<file path="src/rtl/rt_ibex_pcs_pkg.sv">
// Shared types and timing constants for the per-level context-save (PCS) sequencer
// and the PCS memory it talks to.
package rt_ibex_pcs_pkg;

    localparam int unsigned PcsNrSavedRegs   = 9;
    localparam int unsigned PcsDataWidth     = 32;
    localparam int unsigned PcsIrqLevelWidth = 8;
    localparam int unsigned PcsMaxNest       = 8;

    // Memory write cycle plus address update cycle after the store request.
    localparam int unsigned SaveSettleCycles = 2;
    localparam int unsigned RestoreTimeout   = 4;

    typedef enum logic [2:0] {
        ST_IDLE,
        ST_ACK,
        ST_SWAIT,
        ST_RREQ,
        ST_RWAIT,
        ST_WB
    } state_t;

    typedef logic [PcsNrSavedRegs-1:0][PcsDataWidth-1:0] ctx_t;

endpackage

</file>
<file path="src/rtl/rt_ibex_pcs_ctrl.sv">
// Initiator-side save/restore sequencer between the ibex controller/register file
// and the PCS memory; stalls the core while a context moves in either direction.
module rt_ibex_pcs_ctrl
    import rt_ibex_pcs_pkg::*;
#(
    parameter int unsigned NrSavedRegs   = PcsNrSavedRegs,
    parameter int unsigned DataWidth     = PcsDataWidth,
    parameter int unsigned IrqLevelWidth = PcsIrqLevelWidth,
    parameter int unsigned MaxNest       = PcsMaxNest,
    localparam int unsigned DepthW       = $clog2(MaxNest + 1)
) (
    input  logic                                      clk_i,
    input  logic                                      rst_ni,
    input  logic                                      irq_take_i,
    input  logic [IrqLevelWidth-1:0]                  irq_level_i,
    input  logic                                      mret_i,
    output logic                                      stall_o,
    input  logic [NrSavedRegs-1:0][DataWidth-1:0]     rf_save_data_i,
    output logic [NrSavedRegs-1:0][DataWidth-1:0]     rf_restore_data_o,
    output logic                                      rf_restore_we_o,
    output logic                                      pcs_irq_ack_o,
    output logic [IrqLevelWidth-1:0]                  pcs_irq_level_o,
    output logic [NrSavedRegs-1:0][DataWidth-1:0]     pcs_store_data_o,
    output logic                                      pcs_next_mret_o,
    input  logic [NrSavedRegs-1:0][DataWidth-1:0]     pcs_restore_data_i,
    input  logic                                      pcs_restore_en_i,
    output logic                                      pcs_irq_exit_o,
    output logic [DepthW-1:0]                         depth_o,
    output logic                                      overflow_o,
    output logic                                      underflow_o
);

    state_t                                  r_state;
    logic [NrSavedRegs-1:0][DataWidth-1:0]   r_snapshot;
    logic [NrSavedRegs-1:0][DataWidth-1:0]   r_restore;
    logic [IrqLevelWidth-1:0]                r_level;
    logic [DepthW-1:0]                       r_depth;
    logic [1:0]                              r_settle_cnt;
    logic [1:0]                              r_wait_cnt;
    logic                                    r_mret_pend;
    logic                                    r_ack;
    logic                                    r_next_mret;
    logic                                    r_we;
    logic                                    r_exit;
    logic                                    r_overflow;
    logic                                    r_underflow;

    logic w_can_save;
    logic w_can_restore;

    assign w_can_save    = (r_depth < DepthW'(MaxNest));
    assign w_can_restore = (r_depth != '0);

    // The request terms raise stall in the same cycle the core presents the request.
    assign stall_o = (r_state != ST_IDLE)
                   | (irq_take_i & w_can_save)
                   | (mret_i & w_can_restore);

    always_ff @(posedge clk_i or negedge rst_ni) begin
        if (!rst_ni) begin
            r_state      <= ST_IDLE;
            // NOTE: the context registers are wide but are still cleared so no stale
            // register contents ever appear on the store or write-back buses after reset.
            r_snapshot   <= '0;
            r_restore    <= '0;
            r_level      <= '0;
            r_depth      <= '0;
            r_settle_cnt <= '0;
            r_wait_cnt   <= '0;
            r_mret_pend  <= 1'b0;
            r_ack        <= 1'b0;
            r_next_mret  <= 1'b0;
            r_we         <= 1'b0;
            r_exit       <= 1'b0;
            r_overflow   <= 1'b0;
            r_underflow  <= 1'b0;
        end else begin
            // NOTE: pulse outputs default low every cycle and are set on entry to the
            // state that owns them, so each is a registered one-cycle strobe.
            r_ack       <= 1'b0;
            r_next_mret <= 1'b0;
            r_we        <= 1'b0;
            r_exit      <= 1'b0;

            case (r_state)
                ST_IDLE: begin
                    if (irq_take_i && w_can_save) begin
                        r_snapshot  <= rf_save_data_i;
                        r_level     <= irq_level_i;
                        r_mret_pend <= mret_i;
                        r_ack       <= 1'b1;
                        r_state     <= ST_ACK;
                    end else begin
                        if (irq_take_i) begin
                            r_overflow <= 1'b1;
                        end
                        if (mret_i && w_can_restore) begin
                            r_next_mret <= 1'b1;
                            r_state     <= ST_RREQ;
                        end else if (mret_i) begin
                            r_underflow <= 1'b1;
                        end
                    end
                end

                ST_ACK: begin
                    r_settle_cnt <= 2'(SaveSettleCycles);
                    r_state      <= ST_SWAIT;
                end

                ST_SWAIT: begin
                    r_settle_cnt <= r_settle_cnt - 2'd1;
                    if (r_settle_cnt == 2'd1) begin
                        r_depth <= r_depth + DepthW'(1);
                        if (r_mret_pend) begin
                            r_mret_pend <= 1'b0;
                            r_next_mret <= 1'b1;
                            r_state     <= ST_RREQ;
                        end else begin
                            r_state <= ST_IDLE;
                        end
                    end
                end

                ST_RREQ: begin
                    r_wait_cnt <= '0;
                    r_state    <= ST_RWAIT;
                end

                ST_RWAIT: begin
                    if (pcs_restore_en_i) begin
                        r_restore <= pcs_restore_data_i;
                        r_we      <= 1'b1;
                        r_exit    <= 1'b1;
                        r_state   <= ST_WB;
                    end else if (r_wait_cnt == 2'(RestoreTimeout - 1)) begin
                        r_underflow <= 1'b1;
                        r_state     <= ST_IDLE;
                    end else begin
                        r_wait_cnt <= r_wait_cnt + 2'd1;
                    end
                end

                ST_WB: begin
                    r_depth <= r_depth - DepthW'(1);
                    r_state <= ST_IDLE;
                end

                default: r_state <= ST_IDLE;
            endcase
        end
    end

    assign rf_restore_data_o = r_restore;
    assign rf_restore_we_o   = r_we;
    assign pcs_irq_ack_o     = r_ack;
    assign pcs_irq_level_o   = r_level;
    assign pcs_store_data_o  = r_snapshot;
    assign pcs_next_mret_o   = r_next_mret;
    assign pcs_irq_exit_o    = r_exit;
    assign depth_o           = r_depth;
    assign overflow_o        = r_overflow;
    assign underflow_o       = r_underflow;

endmodule

</file>
<file path="config.mk">
export PLATFORM = sky130hd
export DESIGN_NAME = rt_ibex_pcs_ctrl
export DESIGN_NICKNAME = d
export VERILOG_FILES = /design/src/rtl/rt_ibex_pcs_pkg.sv /design/src/rtl/rt_ibex_pcs_ctrl.sv
export SDC_FILE = /design/constraint.sdc
export NUM_CORES = 1
export LEC_CHECK = 0
export CELL_PAD_IN_SITES_DETAIL_PLACEMENT = 1
export CELL_PAD_IN_SITES_GLOBAL_PLACEMENT = 1
export CORE_AREA = 8 8 457 459
export DETAILED_ROUTE_END_ITERATION = 10
export DIE_AREA = 0 0 465 467
export PLACE_DENSITY = 0.35
export SLEW_MARGIN = 20
export SYNTH_ARGS = -nofsm -noshare
export SYNTH_HDL_FRONTEND = slang
export SYNTH_SLANG_ARGS = --single-unit
</file>
<file path="constraint.sdc">
create_clock -name clk_i -period 2.5 [get_ports clk_i]
set_input_delay 0.375 -clock clk_i [delete_from_list [all_inputs] [get_ports clk_i]]
set_output_delay 0.375 -clock clk_i [all_outputs]
set_load 0.03 [all_outputs]
</file>
==> results_dict.tcl, run 1 <==
set metrics [dict create \
    syn_nets 1914 \
    postLayoutCellArea_um2 40900 \
    critPathCaptureType "output pin" \
    grt_pass1_vias 19600 \
    cts_root_buffer "clkbuf_16" \
    grt_pass1_wl_um 191000 \
    cts_tree "yes" \
    finish.utilization_pct 20.3 \
    htree_levels 3 \
    cts_buffer_depth 3 \
    ant_nets 0 \
    power_density_nw_per_um2 1490 \
    status "complete, no violations" \
    viasPerCell 3.21 \
    coreArea_um2 201000 \
    synth-edff-count 0 \
    final_common_cell "clkdlybuf4s50_1" \
    post-place-ws_ns 0.102 \
    via_count 17200 \
    yosysTopAreaCellShare_pct 66.7 \
    num_rows 165 \
    port_buffers 1183 \
    path_cells "clkdlybuf4s50_1" \
    critical_path.max_fanout 3 \
    cts.clk_slew.worst_paths_ns 0.06 \
    post_synth.cell_area_avg_um2 17.1 \
    drcViolationCount 0 \
    clock_latency_ns 0.68 \
    p_leak_uw 0.0162 \
    synth_area_leaders "dfrtp_1 (67%), mux2_2 (19%), mux2_1 (10%)" \
    cts_buffers 84 \
    slowest_stage "clkdlybuf4s50_1" \
    rsz0062_at_grt "false" \
    cp_num_buf_inv 1 \
    final_cell_mix "clkdlybuf4s50_1 (1,146), dfrtp_1 (600), mux2_2 (385), mux2_1 (200), clkbuf_16 (87)" \
    die_area_um2 217000 \
    max_freq_mhz 417 \
    hold_slack_ns 0.276 \
    period_needed_ns 2.40 \
    maxSlewHeadroom_pct 53.4 \
    yosys_most_used_dff "dfrtp_1" \
    antenna_found_initial 84 \
    ys_ff_latch 601 \
    die_x_um 465 \
    setup_viol 0 \
    tightest_slew_ns 0.697 \
    gp_congestion 0.807 \
    yosysWarnings 0 \
    yosysTopAreaCell "dfrtp_1" \
    cp.arrival_ns 2.02 \
    syn-cell-area_um2 22600 \
    max_cap_viol_count 0 \
    fin_nets 3194 \
    grt_usage_pct 12.8 \
    start_kind "register" \
    cp_top_family "buffers and inverters" \
    ys_types 43 \
    start_util_pct 11.2 \
    fin_crit_sh_pct 95.8 \
    critPathMaxStageDelay_ns 0.79 \
    drive_gt1_share_pct 23.0 \
    grt_max_degree 88 \
    drt-initial-drc-count 419 \
    slew_viol_final 0 \
    grt_remaining_overflow 0 \
    hold_violations 0 \
    dpl_cell_area_um2 38100 \
    synthArstFlopShare_pct 100 \
    ir_drop_mv 0.516 \
    ios 1184 \
    clock_sinks 601 \
    worst_slack_ns 0.104 \
    firstDrtPassIters 4 \
    syn2layout_area_growth_pct 81.3 \
    worstSetupPathType "register to output pin" \
    wl_per_cell_um 26.8 \
    die_h_um 467 \
    synthCells 1322 \
    hp-class "input pin to register" \
    fin_skew_ns 0.0271 \
    dp_hpwl_um 123000 \
    finalWirelength_um 144000 \
    finalPower_uw 61100 \
    required_ns 2.12 \
    ys_seq_area_share_pct 66.7 \
]
[through the flow]
step	TNS, ns	std cells
after CTS	-0.0222	5332
final	0	5370
after global routing	0	5335
after floorplan	0	1322
after global placement	0	5186
after detailed placement	0	5186
[synthesized netlist by cell type (2+ instances only)]
library cell and instances:
nor3_1 5, nor4_1 2, nor2b_1 4, nor2_1 6, buf_6 3, xnor2_1 3
mux2_2 385, buf_2 18, buf_4 45, o22ai_1 2, nand2_1 3, a21oi_1 5
inv_1 3, nand2b_1 3, clkbuf_1 3, ha_1 3, mux2_1 200, dfrtp_1 601
o21ai_0 3, a22oi_1 2
[report_power, final]
part	switching (µW)	internal, µW
Sequential	3290	14700
Clock	4760	7240
Combinational	18300	12900
Total	26300	34800
[registers in the layout, indices dropped and copies added, names as in the netlist, 2 cells and up]
| name | flops |
|---|---|
| pcs_store_data_o | 288 |
| r_state | 3 |
| rf_restore_data_o | 288 |
| pcs_irq_level_o | 8 |
| r_wait_cnt | 2 |
| r_settle_cnt | 2 |
| depth_o | 4 |
[layer usage]
layer	global-route usage, %	share of wire (%)
met1	13.6	37
met2	22.6	50
met3	6.56	11
met4	2.95	1.9
met5	0	0.24
[layout make-up]
class | instances | area [µm²]
repair buffers | 1263 | 12600
fillers | 22300 | 160000
well taps | 2672 | 3340
inverters | 3 | 11.3
multi-input cells | 649 | 7050
diodes | 37 | 92.6
clock buffers | 121 | 2470
flip-flops and latches | 601 | 15000
clock inverters | 24 | 256
[worst paths after layout]
kind	from	end	cells past startpoint	slack, ns
setup / recovery	rf_restore_data_o[59]	rf_restore_data_o[59]	1	0.10
hold / removal	rf_save_data_i[217]	pcs_store_data_o[217]	2	0.28
setup reg to reg	r_state[2]	pcs_store_data_o[246]	5	0.26
hold reg to reg	overflow_o	overflow_o	1	0.47
max in group asynchronous	rst_ni	pcs_store_data_o[179]	3	1.16
min in group asynchronous	rst_ni	pcs_store_data_o[175]	2	0.30
[what timing repair did]
action | CTS | global route
hold buffers | 1 | 0
endpoints found under the hold margin | 19 | 0
buffers inserted | 0 | 1
setup endpoints to repair | 24 | 1
gates resized for setup | 25 | 1
pin swaps | 0 | 1
[cell families after synthesis]
kind of cell | synth area share, %
fa+ha+maj | 0.166
simple gates | 0.860
mux | 29.2
buf+inv | 2.15
compound gates | 0.766
flops | 66.7
xor+xnor | 0.155
No activity file was read; power rests on OpenSTA's default activity.
==> inputs of run 2 (changes only) <==
CORE_AREA = 2 2 464 466   (was 8 8 457 459)
DIE_AREA = 0 0 466 468   (was 0 0 465 467)
PLACE_DENSITY = 0.34   (was 0.35)
==> run 2 against run 1 <==
Sequential cell count unchanged. Clock skew increased by 0.0046 ns. Core utilization decreased by 0.88 points. Die area increased by 0.43%. Clock power increased by 7%. Design area increased by 1.4%. Combinational power about the same. Clock-buffer cell count increased by 11. Register-to-register slack improved by 0.05 ns. Sequential share of layout area decreased by 0.51 points. Critical path depth unchanged. Critical path type unchanged.
==> results_dict.tcl, run 2 (synthesized netlist as in run 1, its figures left out) <==
set metrics [dict create \
    p_sw_uw 26300 \
    status "complete, no violations" \
    ir_drop_mv 0.490 \
    critPathMaxStageDelay_ns 0.90 \
    cts_buffer_depth 3 \
    htree_levels 3 \
    ant_nets 0 \
    path_cells "clkdlybuf4s50_1" \
    dp_cells 5356 \
    seqPwrFrac_pct 28.6 \
    global_route.usage.met2_pct 20.3 \
    cp_top_family "buffers and inverters" \
    drive_gt1_share_pct 23.5 \
    die_h_um 468 \
    port_buffers 1183 \
    worstSetupPathType "register to output pin" \
    fin_nets 3202 \
    combPwrFrac_pct 50.4 \
    antenna_found_initial 74 \
    critical_path.max_fanout 2 \
    clock_sinks 601 \
    setup_viol 0 \
    critPathCaptureType "output pin" \
    hp-class "input pin to async pin" \
    ios 1184 \
    drcViolationCount 0 \
    final_cells 5540 \
    dp_hpwl_um 116000 \
    die_area_um2 218000 \
    cp_num_buf_inv 1 \
    cp.arrival_ns 1.99 \
    use_met3_pct 7.12 \
    coreArea_um2 213000 \
    cts_buffers 89 \
    fin_crit_sh_pct 94.5 \
    fin_skew_ns 0.0317 \
    busiest_layer "met2" \
    final_cell_mix "clkdlybuf4s50_1 (1,150), dfrtp_1 (601), mux2_2 (385), mux2_1 (200), clkbuf_16 (90)" \
    viasPerCell 3.07 \
    grt_remaining_overflow 0 \
    required_ns 2.12 \
    start_util_pct 10.6 \
    via_count 17000 \
    syn2layout_area_growth_pct 83.9 \
    grt_max_degree 84 \
    r2r_setup_slack_ns 0.31 \
    p_leak_uw 0.0163 \
    finalWirelength_um 140000 \
    grt_util_met1_pct 13.9 \
    hold_slack_ns 0.192 \
    wl_per_cell_um 25.2 \
    drt-initial-drc-count 485 \
    clock_latency_ns 0.71 \
    cts_tree "yes" \
    cts.clk_slew.worst_paths_ns 0.05 \
    rsz0062_at_grt "true" \
    firstDrtPassIters 4 \
    start_kind "register" \
    tightest_slew_ns 0.713 \
    max_cap_viol_count 0 \
    die_x_um 466 \
    sw_frac_of_total_pct 42.7 \
    internal_power_uw 35200 \
    max_freq_mhz 423 \
    nFillCells 23600 \
    p_clk_share_pct 21.0 \
    slew_viol_final 0 \
    post_cts_buffers 0 \
    cts_root_buffer "clkbuf_16" \
    hold_violations 0 \
    slowest_stage "clkdlybuf4s50_1" \
    num_rows 170 \
    grt_pass1_vias 18700 \
    period_needed_ns 2.36 \
    grt_usage_pct 12.5 \
    grt_pass1_wl_um 184000 \
    gp_congestion 0.772 \
    maxSlewHeadroom_pct 52.4 \
    final_common_cell "clkdlybuf4s50_1" \
    power_density_nw_per_um2 1480 \
]
## run 2: changes by cell type in the layout (fill, tap and decap cells not counted), moves of 3 or more
cell and change:
clkinvlp_4 +3, buf_12 +12, clkinv_2 +3, buf_4 -8, diode_2 -19, dlygate4sd2_1 -8, clkdlybuf4s50_1 +4, clkinv_4 +3
clkbuf_16 +3, clkbuf_1 +6
## run 2: final cells by class
type / instances / area, µm² / share of cell area, %
sequential: 601 / 15000 / 36.3
multi-input combinational: 649 / 7040 / 17.0
clock inverter: 33 / 357 / 0.860
timing repair buffer: 1266 / 12800 / 30.9
antenna: 18 / 45.0 / 0.109
tap: 2838 / 3550 / 8.56
clock buffer: 132 / 2600 / 6.27
inverter: 3 / 11.3 / 0.0272
## run 2: path summary, 6_finish.rpt
kind,startpoint,end,depth (start not counted)
worst max-delay path,rf_restore_data_o[242],rf_restore_data_o[242],1
worst min-delay path,rst_ni,rf_restore_data_o[25],2
worst max register to register,r_state[0],pcs_store_data_o[167],5
worst min register to register,overflow_o,overflow_o,1
max in group asynchronous,rst_ni,pcs_store_data_o[283],3
min in group clk_i,rf_save_data_i[207],pcs_store_data_o[207],2
## run 2: repair_timing
item,CTS,global route
setup endpoints to repair,16,3
pin swaps,1,0
hold endpoints to repair,92,0
resized for setup,20,3
hold buffers,1,0
## run 2: power by group through the flow
stage,logic (µW),registers (µW),clock network [µW]
after floorplan,5820,26700,0
after CTS,31900,17800,13700
after global placement,31900,17800,0
after global routing,32500,18400,14000
final,31000,17600,12900
after detailed placement,31900,17900,0
## run 2: stage by stage
step	total power (µW)	area (µm²)	util, %	setup WS (ns)	setup TNS, ns
4_1_cts	63300	41400	19.4	0.00146	0
3_3_place_gp	49600	38400	18.0	0.109	0
3_5_place_dp	49700	38400	18.0	0.103	0
6_report	61500	41500	19.4	0.137	0
5_1_grt	64900	41400	19.4	-0.00250	-0.00250
2_1_floorplan	32500	22600	-	0.628	0
## run 2: routing by layer
metal  vias up  share of wire [%]
met5         -               0.33
met4        72                1.8
met3       211                 13
met2       812                 47
met1      8592                 38
li1       7344                  -
